--- config.mk ---
export PLATFORM = sky130hd
export DESIGN_NAME = fwd_scoreboard_unit
export DESIGN_NICKNAME = d
export VERILOG_FILES = /design/src/rtl/fwd_pkg.sv /design/src/rtl/fwd_mux.sv /design/src/rtl/fwd_scoreboard_unit.sv
export SDC_FILE = /design/constraint.sdc
export NUM_CORES = 1
export LEC_CHECK = 0
export ABC_AREA = 1
export ABC_CLOCK_PERIOD_IN_PS = 2640
export BUFFER_PORTS_ARGS = -buffer_cell sky130_fd_sc_hd__clkbuf_2
export CAP_MARGIN = 20
export CORE_AREA = 2 2 321 323
export CTS_CLUSTER_SIZE = 8
export DETAILED_ROUTE_END_ITERATION = 12
export DIE_AREA = 0 0 323 325
export PLACE_DENSITY_LB_ADDON = 0.12
export REMOVE_ABC_BUFFERS = 1
export SLEW_MARGIN = 25
export SYNTH_ARGS = -nofsm -noshare
export SYNTH_HDL_FRONTEND = slang
export SYNTH_SLANG_ARGS = --single-unit
--- constraint.sdc ---
create_clock -name clk -period 2.64 [get_ports clk]
set_input_delay 0.264 -clock clk [delete_from_list [all_inputs] [get_ports clk]]
set_output_delay 0.264 -clock clk [all_outputs]
set_load 0.01 [all_outputs]
--- src/rtl/fwd_pkg.sv ---
// Shared encodings for the ID-stage operand forwarding and LOP scoreboard.
// Imported by the per-port mux and the scoreboard top.
package fwd_pkg;

  localparam logic [1:0] WB_NONE = 2'b00;
  localparam logic [1:0] WB_ALU  = 2'b01;
  localparam logic [1:0] WB_MEM  = 2'b10;
  localparam logic [1:0] WB_NPC  = 2'b11;

  typedef enum logic [2:0] {
    OP_RF,
    OP_LOP,
    OP_EXE,
    OP_MEM,
    OP_WB
  } op_sel_e;

endpackage

--- src/rtl/fwd_mux.sv ---
// One source read port: bypass priority mux plus its
// load-use and RAW-on-LOP stall term.
module fwd_mux
  import fwd_pkg::*;
#(
  parameter int XLEN = 64,
  parameter int NREG = 32,
  parameter int AW   = 5
) (
  input  logic            id_valid_i,
  input  logic [AW-1:0]   src_i,
  input  logic            used_i,
  input  logic [XLEN-1:0] rf_data_i,
  input  logic [AW-1:0]   rd_exe_i,
  input  logic [AW-1:0]   rd_mem_i,
  input  logic [AW-1:0]   rd_wb_i,
  input  logic            we_exe_i,
  input  logic            we_mem_i,
  input  logic            we_wb_i,
  input  logic [1:0]      sel_exe_i,
  input  logic [1:0]      sel_mem_i,
  input  logic [XLEN-1:0] alu_exe_i,
  input  logic [XLEN-1:0] npc_exe_i,
  input  logic [XLEN-1:0] alu_mem_i,
  input  logic [XLEN-1:0] npc_mem_i,
  input  logic [XLEN-1:0] dmem_mem_i,
  input  logic [XLEN-1:0] wb_data_i,
  input  logic            lop_vld_i,
  input  logic [AW-1:0]   lop_rd_i,
  input  logic [XLEN-1:0] lop_data_i,
  input  logic [NREG-1:0] sb_busy_i,
  output logic [XLEN-1:0] data_o,
  output logic            stall_o
);

  logic            nz;
  logic            lop_hit;
  logic            exe_hit;
  logic            mem_hit;
  logic            wb_hit;
  logic            ld_use;
  logic            raw_lop;
  logic [XLEN-1:0] exe_val;
  logic [XLEN-1:0] mem_val;
  op_sel_e         sel;

  assign nz      = (src_i != '0);
  assign lop_hit = nz && lop_vld_i && (lop_rd_i == src_i);
  assign exe_hit = nz && we_exe_i && (rd_exe_i == src_i);
  assign mem_hit = nz && we_mem_i && (rd_mem_i == src_i);
  assign wb_hit  = nz && we_wb_i && (rd_wb_i == src_i);

  // A LOP result is always the youngest writer, so it outranks the pipe.
  always_comb begin
    if (lop_hit)      sel = OP_LOP;
    else if (exe_hit) sel = OP_EXE;
    else if (mem_hit) sel = OP_MEM;
    else if (wb_hit)  sel = OP_WB;
    else              sel = OP_RF;
  end

  always_comb begin
    exe_val = '0;
    unique case (sel_exe_i)
      WB_ALU:  exe_val = alu_exe_i;
      WB_NPC:  exe_val = npc_exe_i;
      default: exe_val = '0;
    endcase
  end

  always_comb begin
    mem_val = '0;
    unique case (sel_mem_i)
      WB_ALU:  mem_val = alu_mem_i;
      WB_MEM:  mem_val = dmem_mem_i;
      WB_NPC:  mem_val = npc_mem_i;
      default: mem_val = '0;
    endcase
  end

  always_comb begin
    data_o = rf_data_i;
    unique case (sel)
      OP_LOP:  data_o = lop_data_i;
      OP_EXE:  data_o = exe_val;
      OP_MEM:  data_o = mem_val;
      OP_WB:   data_o = wb_data_i;
      default: data_o = rf_data_i;
    endcase
  end

  assign ld_use  = exe_hit && (sel_exe_i == WB_MEM);
  assign raw_lop = sb_busy_i[src_i] && !lop_hit;
  assign stall_o = id_valid_i && used_i && (ld_use || raw_lop);

endmodule

--- src/rtl/fwd_scoreboard_unit.sv ---
// ID-stage operand forwarding with a busy-bit scoreboard for the
// long-latency (mul/div) unit and the resulting ID stall.
module fwd_scoreboard_unit
  import fwd_pkg::*;
#(
  parameter int XLEN    = 64,
  parameter int NRP     = 2,
  parameter int NREG    = 32,
  parameter int MAX_LOP = 4,
  parameter int AW      = $clog2(NREG)
) (
  input  logic                clk,
  input  logic                rst,
  input  logic                id_valid,
  input  logic [NRP*AW-1:0]   rs_addr,
  input  logic [NRP-1:0]      rs_used,
  input  logic [NRP*XLEN-1:0] rs_data_rf,
  input  logic [AW-1:0]       id_rd,
  input  logic                id_we,
  input  logic                id_is_lop,
  input  logic [AW-1:0]       rd_addr_exe,
  input  logic [AW-1:0]       rd_addr_mem,
  input  logic [AW-1:0]       rd_addr_wb,
  input  logic                we_reg_exe,
  input  logic                we_reg_mem,
  input  logic                we_reg_wb,
  input  logic [1:0]          wb_sel_exe,
  input  logic [1:0]          wb_sel_mem,
  input  logic [XLEN-1:0]     alu_res_exe,
  input  logic [XLEN-1:0]     npc_exe,
  input  logic [XLEN-1:0]     alu_res_mem,
  input  logic [XLEN-1:0]     npc_mem,
  input  logic [XLEN-1:0]     dmem_mem,
  input  logic [XLEN-1:0]     rd_data_wb,
  input  logic                lop_done_valid,
  input  logic [AW-1:0]       lop_done_rd,
  input  logic [XLEN-1:0]     lop_done_data,
  output logic [NRP*XLEN-1:0] rs_data_fwd,
  output logic                stall_id,
  output logic                lop_issue,
  output logic [NREG-1:0]     sb_busy,
  output logic [31:0]         stall_cnt,
  output logic                sb_err
);

  localparam int OW = $clog2(MAX_LOP + 1);

  logic [NREG-1:0] busy_q, busy_d;
  logic [OW-1:0]   out_q, out_d;
  logic [31:0]     cnt_q, cnt_d;
  logic            err_q, err_d;

  logic [NRP-1:0]  port_stall;
  logic            done_on_rd;
  logic            waw;
  logic            lop_full;
  logic            dec_at_zero;

  for (genvar i = 0; i < NRP; i++) begin : g_port
    fwd_mux #(
      .XLEN (XLEN),
      .NREG (NREG),
      .AW   (AW)
    ) u_mux (
      .id_valid_i (id_valid),
      .src_i      (rs_addr[i*AW +: AW]),
      .used_i     (rs_used[i]),
      .rf_data_i  (rs_data_rf[i*XLEN +: XLEN]),
      .rd_exe_i   (rd_addr_exe),
      .rd_mem_i   (rd_addr_mem),
      .rd_wb_i    (rd_addr_wb),
      .we_exe_i   (we_reg_exe),
      .we_mem_i   (we_reg_mem),
      .we_wb_i    (we_reg_wb),
      .sel_exe_i  (wb_sel_exe),
      .sel_mem_i  (wb_sel_mem),
      .alu_exe_i  (alu_res_exe),
      .npc_exe_i  (npc_exe),
      .alu_mem_i  (alu_res_mem),
      .npc_mem_i  (npc_mem),
      .dmem_mem_i (dmem_mem),
      .wb_data_i  (rd_data_wb),
      .lop_vld_i  (lop_done_valid),
      .lop_rd_i   (lop_done_rd),
      .lop_data_i (lop_done_data),
      .sb_busy_i  (busy_q),
      .data_o     (rs_data_fwd[i*XLEN +: XLEN]),
      .stall_o    (port_stall[i])
    );
  end

  assign done_on_rd = lop_done_valid && (lop_done_rd == id_rd);

  assign waw = id_valid && id_we && busy_q[id_rd] && !done_on_rd;

  // A completion this cycle frees a slot, so a full queue can still issue.
  assign lop_full = id_valid && id_is_lop
                 && (out_q == OW'(MAX_LOP)) && !lop_done_valid;

  assign stall_id = (|port_stall) || waw || lop_full;

  assign lop_issue = id_valid && id_is_lop && id_we
                  && (id_rd != '0) && !stall_id;

  assign dec_at_zero = lop_done_valid && !lop_issue && (out_q == '0);

  always_comb begin
    busy_d = busy_q;
    if (lop_done_valid) busy_d[lop_done_rd] = 1'b0;
    if (lop_issue)      busy_d[id_rd] = 1'b1;
    busy_d[0] = 1'b0;
  end

  always_comb begin
    out_d = out_q;
    if (lop_issue && !lop_done_valid) begin
      out_d = out_q + OW'(1);
    end else if (lop_done_valid && !lop_issue && (out_q != '0)) begin
      out_d = out_q - OW'(1);
    end
  end

  always_comb begin
    err_d = err_q;
    if (lop_done_valid && !busy_q[lop_done_rd]) err_d = 1'b1;
    if (dec_at_zero) err_d = 1'b1;
  end

  always_comb begin
    cnt_d = cnt_q;
    if (stall_id && (cnt_q != 32'hFFFF_FFFF)) cnt_d = cnt_q + 32'd1;
  end

  always_ff @(posedge clk or posedge rst) begin
    if (rst) begin
      busy_q <= '0;
      out_q  <= '0;
      cnt_q  <= '0;
      err_q  <= 1'b0;
    end else begin
      busy_q <= busy_d;
      out_q  <= out_d;
      cnt_q  <= cnt_d;
      err_q  <= err_d;
    end
  end

  assign sb_busy   = busy_q;
  assign stall_cnt = cnt_q;
  assign sb_err    = err_q;

endmodule

## Yosys cells after proc, flatten, opt, wreduce, memory -nomap -nowiden

Index checks and enable logic that the tools add are counted.

| cells by class | value |
|---|---|
| add/subtract/negate cells | 3 |
| order comparisons | 6 |
| equality and inequality tests | 25 |
| mux-type cells | 30 |
| bitwise logic cells | 3 |
| reductions and logical operators | 61 |

Operator list:

| cell | count |
|---|---|
| 64-bit one-hot mux with 4 select lines | 2 |
| 64-bit one-hot mux with 3 select lines | 1 |
| 64-bit one-hot mux with 2 select lines | 1 |
| 32-bit 2-to-1 mux | 2 |
| 5-bit == test | 9 |
| 1-bit logical AND | 42 |
| 32-bit by 1-bit adder with 32-bit output (second input constant) | 1 |
| 32-bit AND | 1 |
| 32-bit inequality test (second input constant) | 1 |
| 32-bit NOT | 1 |
| 32-bit OR | 1 |
| 3-bit 2-to-1 mux | 10 |
| 5-bit by 6-bit less-than comparator with 1-bit output (second input constant) | 4 |
| 1-bit binary-select mux with 5-bit select | 4 |
| 5-bit nonzero test | 3 |
| 3-bit by 2-bit == test with 1-bit output (second input constant) | 4 |
| 1-bit demux with 5-bit select | 2 |
| 5-bit by 1-bit >= comparator with 1-bit output (second input constant) | 2 |
| 3-bit == test (second input constant) | 3 |
| 2-bit == test (second input constant) | 4 |
| 1-bit 2-to-1 mux | 8 |
| 1-bit logical NOT | 7 |
| 3-bit by 1-bit == test with 1-bit output (second input constant) | 2 |
| 2-bit by 1-bit == test with 1-bit output (second input constant) | 2 |
| 7 further kinds | 11 |

| word-level totals | value |
|---|---|
| register bits | 67 |
| bits of input ports | 626 |
| output and inout bits | 195 |
| logic and storage cells | 132 |

## Logic depth before layout (Yosys ltp)

| depth | value |
|---|---|
| word-level depth | 17 |
| mapped depth | 20 |

## Cells and area by module

From an unflattened synthesis, not the netlist that was laid out.

| unflattened totals | value |
|---|---|
| cells, all modules | 2850 |
| area, all modules | 14978.1 um^2 |

Modules (own cells, without submodules):

| module | instances | cells an instance | area an instance (um^2) | sequential area each (um^2) |
|---|---|---|---|---|
| fwd_mux | 2 | 1107 | 5292.6 | 0.0 |
| fwd_scoreboard_unit | 1 | 636 | 4393.0 | 1676.6 |

## Least setup slack after synthesis

OpenSTA, ideal clock, no wires.

| path | value |
|---|---|
| path kind | in2reg |
| start point | in rs_addr[9] |
| end point | reg out_q[2] |
| setup time | 0.116 ns |
| data arrival time | 2.258 ns |
| required time | 2.524 ns |
| setup slack | 0.266 ns |
| stages on the path | 17 |
| path buffers | 1 |
| cells stage by stage | buf_2 -> inv_1 -> nand3_2 -> inv_2 -> nor3_2 -> nand2_2 -> nand3_2 -> nand2_2 -> nand2_4 -> nand4_4 -> nor2_1 -> inv_2 -> fa_1 -> o21ai_1 -> nand2_1 -> nand2_1 -> nand2_1 |

| between the ends | value |
|---|---|
| cells in the longest elaborated chain, start to end | 16 |
| elaborated cells on any way between the ends | 25 |
| classes of those cells | eq/ne (2); mux (3); reduce/logical (20) |

Ends and longest elaborated chain:

| what | line | RTL |
|---|---|---|
| from (decl) | fwd_scoreboard_unit.sv:15 | `input logic [NRP*AW-1:0] rs_addr,` |
| branches (longest 5 deep; another with 1-bit binary-select mux with 5-bit select) | - |  |
| 1-bit logical OR * | fwd_mux.sv:94 | `assign stall_o = id_valid_i && used_i && (ld_use \|\| raw_lop);` |
| 1-bit logical AND * | fwd_mux.sv:94 |  |
| 2-bit OR reduction * | fwd_scoreboard_unit.sv:100 | `assign stall_id = (\|port_stall) \|\| waw \|\| lop_full;` |
| 1-bit logical OR * (2 in a row) | fwd_scoreboard_unit.sv:100 |  |
| 1-bit logical NOT * | fwd_scoreboard_unit.sv:103 | `&& (id_rd != '0) && !stall_id;` |
| 1-bit logical AND * | fwd_scoreboard_unit.sv:103 |  |
| 1-bit logical NOT | fwd_scoreboard_unit.sv:118 | `end else if (lop_done_valid && !lop_issue && (out_q != '0)) begin` |
| 1-bit logical AND (2 in a row) | fwd_scoreboard_unit.sv:118 |  |
| 2-bit nonzero test (no line) | - |  |
| to (signal assigned) | fwd_scoreboard_unit.sv:142 | `out_q <= out_d;` |
| to (decl) | fwd_scoreboard_unit.sv:49 | `logic [OW-1:0] out_q, out_d;` |

Every way passes the cells marked *. The select of a mux whose other input is x is not followed.
A chain may end at the register's enable or synchronous reset.

## Final worst setup path

| path | value |
|---|---|
| start point | in rs_addr[3] |
| end point | out rs_data_fwd[35] |

| between the ends | value |
|---|---|
| cells in the longest elaborated chain, start to end | 9 |
| elaborated cells on any way between the ends | 22 |
| classes of those cells | eq/ne (8); mux (5); reduce/logical (9) |

Ends and longest elaborated chain:

| what | line | RTL |
|---|---|---|
| 5-bit nonzero test | fwd_mux.sv:47 | `assign nz = (src_i != '0);` |
| 1-bit logical AND (2 in a row) | fwd_mux.sv:51 | `assign wb_hit = nz && we_wb_i && (rd_wb_i == src_i);` |
| 3-bit 2-to-1 mux | fwd_mux.sv:58 | `else if (wb_hit) sel = OP_WB;` |
| 3-bit 2-to-1 mux | fwd_mux.sv:57 | `else if (mem_hit) sel = OP_MEM;` |
| 3-bit 2-to-1 mux | fwd_mux.sv:56 | `else if (exe_hit) sel = OP_EXE;` |
| 3-bit 2-to-1 mux * | fwd_mux.sv:55 | `if (lop_hit) sel = OP_LOP;` |
| 3-bit == test (tied with other cells) | fwd_mux.sv:83 | `unique case (sel)` |
| 64-bit one-hot mux with 4 select lines * | fwd_mux.sv:83 |  |
| to (decl) | fwd_scoreboard_unit.sv:38 | `output logic [NRP*XLEN-1:0] rs_data_fwd,` |

Every way passes the cells marked *; elsewhere a longest branch is shown, timed or not.

==> metrics <==
status=finished, violations left; failing checks=setup timing; Buf/Inv on CP=10; RSZ-0062 raised after global routing=yes; Hold Path Class=in -> reg; Leak=10.83 nW; Worst EP required=2.38 ns; placed inst area=between 15000 and 20000 sq um; nets=slightly below 4000; Total GRT Usage=0.2291; vias per cell=4.444; f_max=0.3736 GHz; remaining routing DRC violations=0; Starting Density=0.1189; startpoint types=input port; hpwl dp=105500 um; chip width=~320 um; Slowest Stage Delay on Critical Path=0.22 ns; Met2 Routed Length=between 60000 and 70000 um; Cell Pwr Density=308.9 nW/um^2; maximum VDD drop=0.2312 mV; clock-pin slew on the worst setup and hold paths=around 0.06 ns; register bit count reported by yosys=67; Post-Synthesis Cells=between 2000 and 2500; Total Power=approximately 7.0 mW; area occupied by multi-input gates=~9700 sq um; crit path DAT=approximately 2.4 ns; vias in the first global route=20240; Core Area=just over 100000 sq um; Num Clock Sinks=67; WL met3=~11000 um; cell area after synthesis=12050 sq um; Post-Layout Inst Area=roughly 23000 sq um; Critical Path Sink Type=output port; Setup-failing EPs final=15; critical path's top delay family=buffers and inverters; worst slew pin tran=around 0.65 ns; crit path cell chain=clkbuf_16 > clkinv_8 > buf_6 > o211ai_1 > nor3_2 > nand2_2 > inv_2 > buf_6 > buf_6 > nor3_4 > buf_12 > buf_6 > clkbuf_16 > o21ai_0 > a21oi_1 > clkbuf_2; setup TNS=-0.2184 ns; Clk Latency, worst-skew pair=between 0.3 and 0.4 ns; Final Hold Fails=0; slew margin rel.=0.5605; CTS Buf Count=9; ratio of cells with drive above 1 in the final layout=0.4336; Detailed Routing Iterations Pass 1=6; placed cells=~4500; CP Max Fanout=6; number of synthesized flops with an enable pin=0; CP Class=in -> out; Seq/Total Area, Yosys=0.1392; RD Place Congestion=between 0.9 and 1; pin count of the biggest net entering global routing=between 40 and 50; Site Rows=117; CTS tree=built; H-tree depth=3; max-slew violations=0; mean post-synth cell area=5.451 sq um; Routed WL per cell=28.13 um; Overflow after GRT=0; Root Buffer=clkbuf_16; # IOs=roughly 820; main flop type after synthesis=dfrtp_1; first-pass GRT wire length=167300 um; I/O Buffers=between 800 and 900; Die ar.=approximately 100000 sq um; final wirelength=129900 um; chip height=about 330 um; Finished Layout Cells=approximately 4600; Clock Skew=between 0.008 and 0.009 ns; fill count=between 10000 and 15000; Final ANT Viol Nets=0; Min Clock Period, post-route=between 2 and 3 ns; initial antenna violation count=between 60 and 70; maximum clock path buffer count=2; async set-reset flop share out of synthesis=1.000; yosys warns=0; Area growth, synth to finish=87.05%; post-synthesis cell type count=52; setup ws final=-0.03666 ns; pre-CTS setup slack=-0.5277 ns; metal1 wirelength=between 40000 and 50000 um; highest metal used=met5; 1st-iter DRT viols=approximately 1500; CP dominant cell by count=buf_6; Vias=between 20000 and 25000; post-route clock period utilization=1.014; Crit-path slowest cell=o211ai_1; Max-Cap Viols=0; register area=1678 sq um
-- worst reg2reg max path: stages (launching register included) --
cell and delay [ns]:
dfrtp_1 0.35, ha_1 0.20, inv_1 0.08, nor2_2 0.16
nand2_1 0.10, nor2_2 0.13, nand3_2 0.10, inv_2 0.07
nand3_1 0.11, or4_1 0.50, nand2_4 0.13, inv_4 0.14
nand2_1 0.14, xor2_1 0.14
-- report_power, final --
group	switching [mW]	internal [mW]
combinational	2.44	1.73
clock	0.535	0.854
sequential	0.219	1.18
-- cell usage in the layout, fill, tap and decap left out, types with 5 or more instances in the layout --
cell | Yosys | routed
buf_4 | 11 | 221
nand4_1 | 88 | 88
nand3_1 | 329 | 311
clkbuf_2 | 0 | 729
buf_16 | 0 | 10
buf_12 | 1 | 55
xor2_1 | 40 | 37
xnor2_1 | 14 | 12
nand2_4 | 3 | 6
inv_2 | 21 | 23
a21oi_1 | 43 | 32
nor4_1 | 9 | 6
diode_2 | 0 | 26
buf_6 | 12 | 51
nor2_1 | 108 | 55
o211ai_1 | 11 | 11
clkbuf_8 | 0 | 5
dfrtp_1 | 67 | 66
nor3_1 | 30 | 27
buf_2 | 53 | 49
inv_1 | 191 | 178
buf_8 | 0 | 13
nand2_2 | 4 | 16
o21ai_0 | 101 | 79
a22oi_1 | 39 | 35
clkbuf_16 | 0 | 25
nor2_2 | 15 | 33
o21ai_1 | 75 | 80
nor2_4 | 2 | 37
o21ai_2 | 7 | 24
a31oi_1 | 39 | 33
a22o_1 | 29 | 29
nand2_1 | 722 | 705
o22ai_1 | 25 | 22
nand3_2 | 4 | 18
inv_4 | 1 | 7
a32o_1 | 9 | 9
a21oi_2 | 1 | 10
-- cells by family after synthesis --
family / after synthesis / synth area share
and+or+nand+nor: 1325 / 0.4862
AOI/OAI and AO/OA: 391 / 0.1991
buffers and inverters: 370 / 0.1332
DFF: 67 / 0.1392
xor gates and xnor gates: 54 / 0.03926
adders and majority gates: 2 / 0.002700
other: 1 / 0.0003113
-- final timing paths --
check / start / end / slack, ns / cells past startpoint
worst max-delay path: rs_addr[3] / rs_data_fwd[35] / -0.04 / 16
worst min-delay path: lop_done_valid / sb_err / 0.40 / 4
worst max register to register: stall_cnt[0] / stall_cnt[14] / 0.21 / 13
worst min register to register: out_q[2] / out_q[2] / 0.51 / 2
max in group asynchronous: rst / sb_busy[17] / 1.39 / 4
min in group asynchronous: rst / stall_cnt[0] / 0.53 / 3
-- repair_timing --
item,in CTS,in global routing
gates resized for setup,180,271
buffers inserted,43,28
endpoints found under the setup margin,113,138
endpoints found under the hold margin,2,0
gates cloned,10,14
hold buffers,1,0
pin swaps,48,51
-- layout make-up --
| type | instances | area share |
|---|---|---|
| timing repair buffer | 1154 | 0.3651 |
| inverter | 214 | 0.03764 |
| tap | 1368 | 0.07595 |
| antenna | 26 | 0.002887 |
| sequential | 67 | 0.07445 |
| multi-input combinational | 1773 | 0.4295 |
| clock buffer | 10 | 0.01060 |
| clock inverter | 6 | 0.003942 |
-- per-stage QoR --
stage          utilization  hold slack [ns]
2_1_floorplan            -           0.4088
3_3_place_gp        0.1924           0.3877
3_5_place_dp        0.1924           0.3893
4_1_cts             0.2098           0.3759
5_1_grt             0.2223           0.3965
6_report            0.2225           0.3977
-- state kept, by name, summed over array words and instances, names as in the netlist --
| signal | count |
|---|---|
| out_q | 3 |
| sb_err | 1 |
| sb_busy | 31 |
| stall_cnt | 32 |
-- cells in the mapped netlist (2+ instances only) --
cell       instances  area [sq um]
a211oi_1           2         15.01
a21oi_1           43         215.2
a22o_1            29         254.0
a22oi_1           39         292.8
a31oi_1           39         244.0
a32o_1             9         90.09
a41oi_1            2         17.52
buf_1             10         37.54
buf_2             53         265.3
buf_4             11         82.58
buf_6             12         135.1
clkbuf_1          69         259.0
dfrtp_1           67          1677
inv_1            191         716.9
inv_2             21         78.83
nand2_1          722          2710
nand2_2            4         25.02
nand2_4            3         33.78
nand3_1          329          1647
nand3_2            4         40.04
nand4_1           88         550.5
nor2_1           108         405.4
nor2_2            15         93.84
nor2_4             2         22.52
nor3_1            30         150.1
nor3_2             4         40.04
nor4_1             9         56.30
nor4_2             2         25.02
o2111ai_1          3         26.28
o211ai_1          11         82.58
o21ai_0          101         505.5
o21ai_1           75         375.4
o21ai_2            7         61.31
o221ai_1           2         17.52
o22ai_1           25         156.4
xnor2_1           14         122.6
xor2_1            40         350.3
-- layer usage --
layer,vias to the layer above,track usage
li1,9514,-
met1,9900,0.2566
met2,856,0.3942
met3,199,0.06880
met4,52,0.1082
met5,-,0
(Power assumes the default switching activity.)
